File: src/rtl/vx_arb_stream_mux_pkg.sv
// Shared constants and buffer state encoding for the arbiter output stage.
// Used by vx_arb_stream_mux and vx_skid_buf2 (perf counters under VX_ARB_STREAM_PERF_EN).
package vx_arb_pkg;

  localparam int unsigned ARB_STREAM_BUF_DEPTH = 2;
  localparam int unsigned ARB_PERF_CNT_W       = 32;

  // Encoding doubles as the occupancy count (0, 1, 2).
  typedef enum logic [1:0] {
    EMPTY = 2'd0,
    HALF  = 2'd1,
    FULL  = 2'd2
  } arb_buf_state_e;

endpackage

File: src/rtl/vx_arb_stream_mux_if.sv
// Upstream, arbiter and downstream handshake bundle for vx_arb_stream_mux.
// master = the mux itself, slave = the surrounding environment.
interface vx_arb_stream_mux_if #(
  parameter int NUM_INPUTS = 4,
  parameter int DATAW      = 32,
  parameter int SEL_W      = $clog2(NUM_INPUTS)
);

  logic [NUM_INPUTS-1:0]       valid_in;
  logic [NUM_INPUTS*DATAW-1:0] data_in;
  logic [NUM_INPUTS-1:0]       ready_in;

  logic [NUM_INPUTS-1:0]       arb_requests;
  logic [SEL_W-1:0]            arb_grant_index;
  logic [NUM_INPUTS-1:0]       arb_grant_onehot;
  logic                        arb_grant_valid;
  logic                        arb_grant_ready;

  logic                        valid_out;
  logic [DATAW-1:0]            data_out;
  logic [SEL_W-1:0]            sel_out;
  logic                        ready_out;

  modport master (
    input  valid_in, data_in,
    input  arb_grant_index, arb_grant_onehot, arb_grant_valid,
    input  ready_out,
    output ready_in, arb_requests, arb_grant_ready,
    output valid_out, data_out, sel_out
  );

  modport slave (
    output valid_in, data_in,
    output arb_grant_index, arb_grant_onehot, arb_grant_valid,
    output ready_out,
    input  ready_in, arb_requests, arb_grant_ready,
    input  valid_out, data_out, sel_out
  );

endinterface

File: src/rtl/vx_arb_stream_mux_skid_buf2.sv
// Two-entry in-order buffer (head/tail registers) behind the arbiter mux.
// space depends only on registered state so upstream ready never sees ready_out.
module vx_skid_buf2
  import vx_arb_pkg::*;
#(
  parameter int unsigned WIDTH = 34
) (
  input  logic             clk,
  input  logic             reset,
  input  logic             push,
  input  logic             pop,
  input  logic [WIDTH-1:0] din,
  output logic             space,
  output logic             valid,
  output logic [WIDTH-1:0] dout
);

  arb_buf_state_e   state_q, state_d;
  logic [WIDTH-1:0] head_q, tail_q;
  logic             head_load, head_from_tail, tail_load;

  always_ff @(posedge clk) begin
    if (reset) begin
      state_q <= EMPTY;
    end else begin
      state_q <= state_d;
    end
  end

  // FULL never sees push: the caller gates push with space.
  always_comb begin
    state_d        = state_q;
    head_load      = 1'b0;
    head_from_tail = 1'b0;
    tail_load      = 1'b0;
    case (state_q)
      EMPTY: begin
        if (push) begin
          state_d   = HALF;
          head_load = 1'b1;
        end
      end
      HALF: begin
        if (push && pop) begin
          head_load = 1'b1;
        end else if (push) begin
          state_d   = FULL;
          tail_load = 1'b1;
        end else if (pop) begin
          state_d = EMPTY;
        end
      end
      FULL: begin
        if (pop) begin
          state_d        = HALF;
          head_from_tail = 1'b1;
        end
      end
      default: state_d = EMPTY;
    endcase
  end

  // Payload storage is deliberately not reset.
  always_ff @(posedge clk) begin
    if (head_load) begin
      head_q <= din;
    end else if (head_from_tail) begin
      head_q <= tail_q;
    end
    if (tail_load) begin
      tail_q <= din;
    end
  end

  assign space = (state_q != FULL);
  assign valid = (state_q != EMPTY);
  assign dout  = head_q;

endmodule

File: src/rtl/vx_arb_stream_mux.sv
// Arbiter output stage: steers the granted input into a 2-entry registered buffer.
// Define VX_ARB_STREAM_PERF_EN to add perf_stalls/perf_xfers counters.
module vx_arb_stream_mux
  import vx_arb_pkg::*;
#(
  parameter int NUM_INPUTS = 4,
  parameter int DATAW      = 32,
  parameter int SEL_W      = $clog2(NUM_INPUTS)
) (
  input  logic                      clk,
  input  logic                      reset,
  vx_arb_stream_mux_if.master       bus
`ifdef VX_ARB_STREAM_PERF_EN
  ,
  output logic [ARB_PERF_CNT_W-1:0] perf_stalls,
  output logic [ARB_PERF_CNT_W-1:0] perf_xfers
`endif
);

  localparam int unsigned ENTRY_W = DATAW + SEL_W;

  logic               space;
  logic               push;
  logic               pop;
  logic               buf_valid;
  logic [DATAW-1:0]   grant_data;
  logic [ENTRY_W-1:0] entry_in;
  logic [ENTRY_W-1:0] entry_out;

  assign bus.arb_requests    = bus.valid_in;
  assign push                = bus.arb_grant_valid & space;
  assign bus.arb_grant_ready = push;
  assign bus.ready_in        = bus.arb_grant_onehot & {NUM_INPUTS{space}};
  assign pop                 = buf_valid & bus.ready_out;

  // The grant index alone selects the payload; the one-hot only gates ready_in.
  always_comb begin
    grant_data = '0;
    for (int unsigned i = 0; i < NUM_INPUTS; i++) begin
      if (bus.arb_grant_index == SEL_W'(i)) begin
        grant_data = bus.data_in[i*DATAW +: DATAW];
      end
    end
  end

  assign entry_in = {bus.arb_grant_index, grant_data};

  vx_skid_buf2 #(
    .WIDTH (ENTRY_W)
  ) u_buf (
    .clk   (clk),
    .reset (reset),
    .push  (push),
    .pop   (pop),
    .din   (entry_in),
    .space (space),
    .valid (buf_valid),
    .dout  (entry_out)
  );

  assign bus.valid_out = buf_valid;
  assign bus.data_out  = entry_out[DATAW-1:0];
  assign bus.sel_out   = entry_out[ENTRY_W-1:DATAW];

`ifdef VX_ARB_STREAM_PERF_EN
  always_ff @(posedge clk) begin
    if (reset) begin
      perf_stalls <= '0;
      perf_xfers  <= '0;
    end else begin
      if ((|bus.valid_in) && !space) begin
        perf_stalls <= perf_stalls + 1'b1;
      end
      if (push) begin
        perf_xfers <= perf_xfers + 1'b1;
      end
    end
  end
`endif

endmodule

File: src/flat_wrapper.sv
// flat-port wrapper written by rule: the top's interface ports become plain ports
module vx_arb_stream_mux_flat import vx_arb_pkg::*;
#(
  parameter int NUM_INPUTS = 4,
  parameter int DATAW      = 32,
  parameter int SEL_W      = $clog2(NUM_INPUTS)
)
  (clk, reset, bus_valid_in, bus_data_in, bus_arb_grant_index, bus_arb_grant_onehot, bus_arb_grant_valid, bus_ready_out, bus_ready_in, bus_arb_requests, bus_arb_grant_ready, bus_valid_out, bus_data_out, bus_sel_out);
  vx_arb_stream_mux_if #(.NUM_INPUTS(NUM_INPUTS), .DATAW(DATAW), .SEL_W(SEL_W)) bus_i ();
  input  logic clk;
  input  logic reset;
  input wire logic [$bits(bus_i.valid_in)-1:0] bus_valid_in;
  input wire logic [$bits(bus_i.data_in)-1:0] bus_data_in;
  input wire logic [$bits(bus_i.arb_grant_index)-1:0] bus_arb_grant_index;
  input wire logic [$bits(bus_i.arb_grant_onehot)-1:0] bus_arb_grant_onehot;
  input wire logic [$bits(bus_i.arb_grant_valid)-1:0] bus_arb_grant_valid;
  input wire logic [$bits(bus_i.ready_out)-1:0] bus_ready_out;
  output wire logic [$bits(bus_i.ready_in)-1:0] bus_ready_in;
  output wire logic [$bits(bus_i.arb_requests)-1:0] bus_arb_requests;
  output wire logic [$bits(bus_i.arb_grant_ready)-1:0] bus_arb_grant_ready;
  output wire logic [$bits(bus_i.valid_out)-1:0] bus_valid_out;
  output wire logic [$bits(bus_i.data_out)-1:0] bus_data_out;
  output wire logic [$bits(bus_i.sel_out)-1:0] bus_sel_out;
  assign bus_i.valid_in = bus_valid_in;
  assign bus_i.data_in = bus_data_in;
  assign bus_i.arb_grant_index = bus_arb_grant_index;
  assign bus_i.arb_grant_onehot = bus_arb_grant_onehot;
  assign bus_i.arb_grant_valid = bus_arb_grant_valid;
  assign bus_i.ready_out = bus_ready_out;
  assign bus_ready_in = bus_i.ready_in;
  assign bus_arb_requests = bus_i.arb_requests;
  assign bus_arb_grant_ready = bus_i.arb_grant_ready;
  assign bus_valid_out = bus_i.valid_out;
  assign bus_data_out = bus_i.data_out;
  assign bus_sel_out = bus_i.sel_out;
  vx_arb_stream_mux #(.NUM_INPUTS(NUM_INPUTS), .DATAW(DATAW), .SEL_W(SEL_W)) u_core (.clk(clk), .reset(reset), .bus(bus_i));
endmodule
File: config.mk
export PLATFORM = sky130hd
export DESIGN_NAME = vx_arb_stream_mux_flat
export DESIGN_NICKNAME = d
export VERILOG_FILES = /design/src/rtl/vx_arb_stream_mux_pkg.sv /design/src/rtl/vx_arb_stream_mux_if.sv /design/src/rtl/vx_arb_stream_mux_skid_buf2.sv /design/src/rtl/vx_arb_stream_mux.sv /design/src/flat_wrapper.sv
export SDC_FILE = /design/constraint.sdc
export NUM_CORES = 1
export LEC_CHECK = 0
export BUFFER_PORTS_ARGS = -buffer_cell sky130_fd_sc_hd__buf_2
export CORE_AREA = 3 3 98 100
export DETAILED_ROUTE_END_ITERATION = 6
export DIE_AREA = 0 0 101 103
export GPL_TIMING_DRIVEN = 0
export PLACE_DENSITY = 0.83
export SLEW_MARGIN = 10
export SYNTH_ARGS = -nofsm -noshare
export SYNTH_HDL_FRONTEND = slang
export SYNTH_HIERARCHICAL = 1
export SYNTH_SLANG_ARGS = --single-unit
File: constraint.sdc
create_clock -name clk -period 4.3 [get_ports clk]
set_clock_uncertainty 0.1 [all_clocks]
set_input_delay 1.29 -clock clk [delete_from_list [all_inputs] [get_ports clk]]
set_output_delay 1.29 -clock clk [all_outputs]
set_load 0.005 [all_outputs]
======== Word level (Yosys, flattened, before mapping) ========
Index checks and enable logic that the tools add are counted.
W data, S select, Z words.
word-level totals
  output and inout bits ................... 44
  logic and storage cells ................. 41
  RAM bits ................................ 0
  input port bits ......................... 142
  memories ................................ 0
  bits in read-only memories .............. 0
  register bits after elaboration ......... 70
  latch bits .............................. 0
operators by class
  multiplexer cells ....................... 19
  order comparisons ....................... 0
  divide/modulo/power cells ............... 0
  multiply operators ...................... 0
  add/subtract/negate cells ............... 0
  equal/unequal tests ..................... 10
  reductions and logical operators ........ 6
  bitwise logic cells ..................... 3
  shifts and indexed selects .............. 0
operator list
  kind                  count
  $mux W32              4
  $mux W34              2
  $mux W2               5
  $ne A2 B2 Y1 const B  4
  $eq A2 B2 Y1 const B  3
  $mux W1               6
  $pmux W2 S3           1
  $and A4 B4 Y4         1
  $eq A2 B1 Y1 const B  2
  $logic_not A2 Y1      2
  $reduce_and A4 Y1     1
  $reduce_bool A2 Y1    2
  $ne A3 B3 Y1 const B  1
  $and A1 B1 Y1         2
  $pmux W1 S2           1
  $logic_and A1 B1 Y1   1

======== Longest topological paths before layout ========
  depth in word-level cells ............... 6
  gate-level depth with buffers ........... 6
  gate-level depth less buffers ........... 5

======== Modules after synthesis ========
Netlist, hierarchy kept.
modules (own cells, without submodules)
  module             times used  cells an instance  seq. area each (sq um)  area each (sq um)
  vx_skid_buf2       1           119                2082.0                  2691.3
  vx_arb_stream_mux  1           49                 0.0                     882.1

======== Worst setup path after synthesis ========
No wires, ideal clock.
  path kind ............................... input port to flip-flop
  start ................................... in bus_ready_out
  end ..................................... reg u_core.u_buf.head_q[0], in the netlist u_core/u_buf/dout[0] (enable)
  stages on the path ...................... 3
  path buffers ............................ 0
  arrival time ............................ 3.924 ns
  setup slack ............................. -0.197 ns
  library setup time ...................... 0.472 ns
  required time ........................... 3.728 ns
  cell sequence ........................... and2_1 -> nand2_1 -> o21ai_0
between the ends
  cells in the longest elaborated chain, start to end .. 5
  elaborated cells between the ends (all ways) .. 7
  classes of those cells .................. mux: 4; bitwise: 1; reduce/logical: 2
RTL lines
  what                              line                               source
  from (decl)                       flat_wrapper.sv:17                 input wire logic [$bits(bus_i.ready_out)-1:0] bus_ready_out;
  $and A1 B1 Y1 (*)                 vx_arb_stream_mux.sv:34            assign pop = buf_valid & bus.ready_out;
  $logic_and A1 B1 Y1               vx_arb_stream_mux_skid_buf2.sv:44  if (push && pop) begin
  $mux W1                           vx_arb_stream_mux_skid_buf2.sv:44
  $pmux W1 S2                       vx_arb_stream_mux_skid_buf2.sv:36  case (state_q)
  $reduce_bool A2 Y1 (no line) (*)  --
  to (signal assigned)              vx_arb_stream_mux_skid_buf2.sv:66  head_q <= din;
  to (signal assigned)              vx_arb_stream_mux_skid_buf2.sv:68  head_q <= tail_q;
  to (decl)                         vx_arb_stream_mux_skid_buf2.sv:19  logic [WIDTH-1:0] head_q, tail_q;
Mark *: on every way between the ends. The rest lies on a longest branch, timed or not.
A chain may end at the register's enable or synchronous reset.

======== Worst setup path in the final report ========
  start ................................... in bus_arb_grant_valid
  end ..................................... out bus_arb_grant_ready
between the ends
  cells in the longest elaborated chain, start to end .. 1
RTL lines
  what           line                     source
  from (decl)    flat_wrapper.sv:16       input wire logic [$bits(bus_i.arb_grant_valid)-1:0] bus_arb_grant_valid;
  $and A1 B1 Y1  vx_arb_stream_mux.sv:31  assign push = bus.arb_grant_valid & space;
  to (decl)      flat_wrapper.sv:20       output wire logic [$bits(bus_i.arb_grant_ready)-1:0] bus_arb_grant_ready;
No other way between the ends.

==> metrics.yaml <==
timing:
  fin_ws_ns: 1.23
  fmax_ghz: 0.325
  report.final.slew_viol_count: 0
  tightest_slew_ns: 0.534
  rsz0062_at_grt: "no"
  slew_headroom_pct: 64.2
  hold_viol: 0
  layout_min_cycle_time_ns: 3.07
  setup_viol: 0
  period_share_pct: 71.5
drt:
  vias: 2395
  wl_per_cell_um: 17.5
  drc: 0
  antenna_left: 0
  first_pass_iters: 4
  drtIter0Drc: 48
  drt_wl_total_mm: 8.31
  via_per_inst: 5.04
die:
  ios: 186
  fp.coreArea_mm2: 0.00876
  die_h_um: 103
  rows: 34
  start_util_pct: 40.8
  chipWidth_um: 101
  fp.dieArea_mm2: 0.0104
power:
  power_uw: 1710
  p_int_uw: 1310
  power_density_mw_per_mm2: 351
  peakVddDrop_uv: 151
  sequentialPowerShare_pct: 49.4
  p_leak_uw: 0.00209
  switching_share_pct: 23.4
  netSwitchingPower_uw: 401
  combPwrFrac_pct: 21.3
  pwr-share-clk_pct: 29.3
layout:
  syn_to_final_growth_pct: 36.5
  final_nets: 504
  finalNonFillerCells: 475
  final_cell_mix: "buf_2, edfxtp_1, mux4_2"
  diodes: 0
  layout_commonest_cell: "buf_2"
  drive_gt1_share_pct: 76.6
clock_network:
  htreeDepth: 3
  cts_max_path_buffers: 2
  post-cts-setup-buffers: 0
  clock_latency_ns: 0.33
  cts_resized: 0
  clk_pin_slew_ns: 0.08
  postCtsHoldBufs: 0
  cts_sinks: 70
  cts_buffers: 9
  cts_root_buf: "clkbuf_8"
  cts_tree: "built"
critical_path:
  crit_end: "bus_arb_grant_ready"
  path_max_fanout: 3
  arrival_ns: 1.68
  start_kind: "primary input"
  worstSetupEndpointType: "primary output"
  required_ns: 2.91
  r2r-start: "u_core/u_buf/state_q[0]"
  worst-setup-path-type: "in -> out"
  reg2reg_slack_ns: 1.99
  critical_path.startpoint: "bus_arb_grant_valid"
  ff2ff_path_depth: 7
  reg2reg_to: "u_core/u_buf/dout[18]"
yosys:
  ys_warn_count: 6
  ys_seq_area_share_pct: 58.3
  netlist_instances: 168
  syn_avg_cell_area_um2: 21.3
  syn-num-nets: 310
  synth-seq-cells: 70
  yosysUniqueCellTypes: 22
  netlist_area_mm2: 0.00357
run:
  cap_violations: 0
global_route:
  track_usage_pct: 15.8
  grt_overflow: 0
  antenna_found_initial: 0
  grt_pass1_vias: 2547
  grt_max_degree: 23
  grt_pass1_wl_mm: 12.3
placement:
  post-place-ws_ns: 1.22
  io_buffers: 181
  place_hpwl_mm: 6.90
  gp_congestion: 0.860
  dp_cells: 459
min_path:
  min_path_type: "reg -> reg"
run_status:
  status: "completed"
registers in the layout, indices dropped and copies added (netlist names):
signal	flops
u_core/u_buf/dout	34
u_core/u_buf/state_q	2
u_core/u_buf/tail_q	34
metal layers:
metal | vias up | track usage [%] | share of wire [%]
met4 | 0 | 5.83 | 1.5
li1 | 1094 | - | -
met3 | 12 | 3.32 | 7.3
met2 | 112 | 29.9 | 55
met5 | - | 0 | 0
met1 | 1177 | 17.4 | 36
synth_stat cells:
library cell | n | area, µm²
o21ai_0 | 1 | 5.00
a21oi_1 | 1 | 5.00
mux4_1 | 2 | 52.6
nand2_4 | 1 | 11.3
buf_4 | 4 | 30.0
mux2_4 | 28 | 420
edfxtp_1 | 68 | 2040
nand2b_2 | 1 | 8.76
mux4_2 | 30 | 676
nor2b_1 | 1 | 6.26
buf_2 | 3 | 15.0
and2_1 | 6 | 37.5
buf_12 | 3 | 60.1
nor2b_4 | 1 | 13.8
o32a_1 | 1 | 10.0
buf_6 | 4 | 45.0
dfxtp_1 | 2 | 40.0
mux2_2 | 6 | 67.6
nand2_1 | 2 | 7.51
or2_2 | 1 | 6.26
a211oi_1 | 1 | 7.51
nand2b_1 | 1 | 6.26
worst min-delay path by stage:
stage / from / end / slack, ns / cells after the start
after floorplan: u_core/u_buf/state_q[0] / u_core/u_buf/state_q[1] / 0.39 / 2
after global placement: u_core/u_buf/state_q[0] / u_core/u_buf/state_q[1] / 0.41 / 2
after detailed placement: u_core/u_buf/tail_q[6] / u_core/u_buf/dout[6] / 0.43 / 1
after CTS: u_core/u_buf/tail_q[32] / u_core/u_buf/dout[32] / 0.45 / 1
after global routing: u_core/u_buf/tail_q[32] / u_core/u_buf/dout[32] / 0.45 / 1
final: u_core/u_buf/tail_q[32] / u_core/u_buf/dout[32] / 0.44 / 1
worst max-delay path, cell delays in order:
cell,delay [ns]
buf_2,0.09
and2_1,0.17
buf_2,0.13
kinds of logic after synthesis:
kind of cell	share of synthesized area (%)
buffers and inverters	4.20
DFF	58.3
muxes	34.0
and+or+nand+nor	2.73
AOI/OAI and AO/OA	0.770
cell type report:
class / count / area, µm²
plain buffers: 14 / 150
clock buffers: 9 / 124
well taps: 108 / 135
repair buffers: 183 / 961
fillers: 739 / 3890
multi-input cells: 84 / 1360
clock inverters: 7 / 65.1
flip-flops and latches: 70 / 2080
per-stage QoR:
stage                     cell area (µm²)  hold WS [ns]  setup TNS [ns]  util (%)
after floorplan                      3570         0.388               0         -
after global placement               4610         0.406           -8.45      52.7
after detailed placement             4690         0.434               0      53.5
after CTS                            4880         0.447               0      55.7
after global routing                 4880         0.451               0      55.7
final                                4880         0.445               0      55.7
power by group through the flow:
stage	Sequential (µW)	Combinational, µW	Clock (µW)
finish	846	365	502
floorplan	869	205	0
detailed placement	861	372	0
global route	851	395	541
CTS	847	372	518
global placement	863	344	0
No activity file was read; power rests on OpenSTA's default activity.
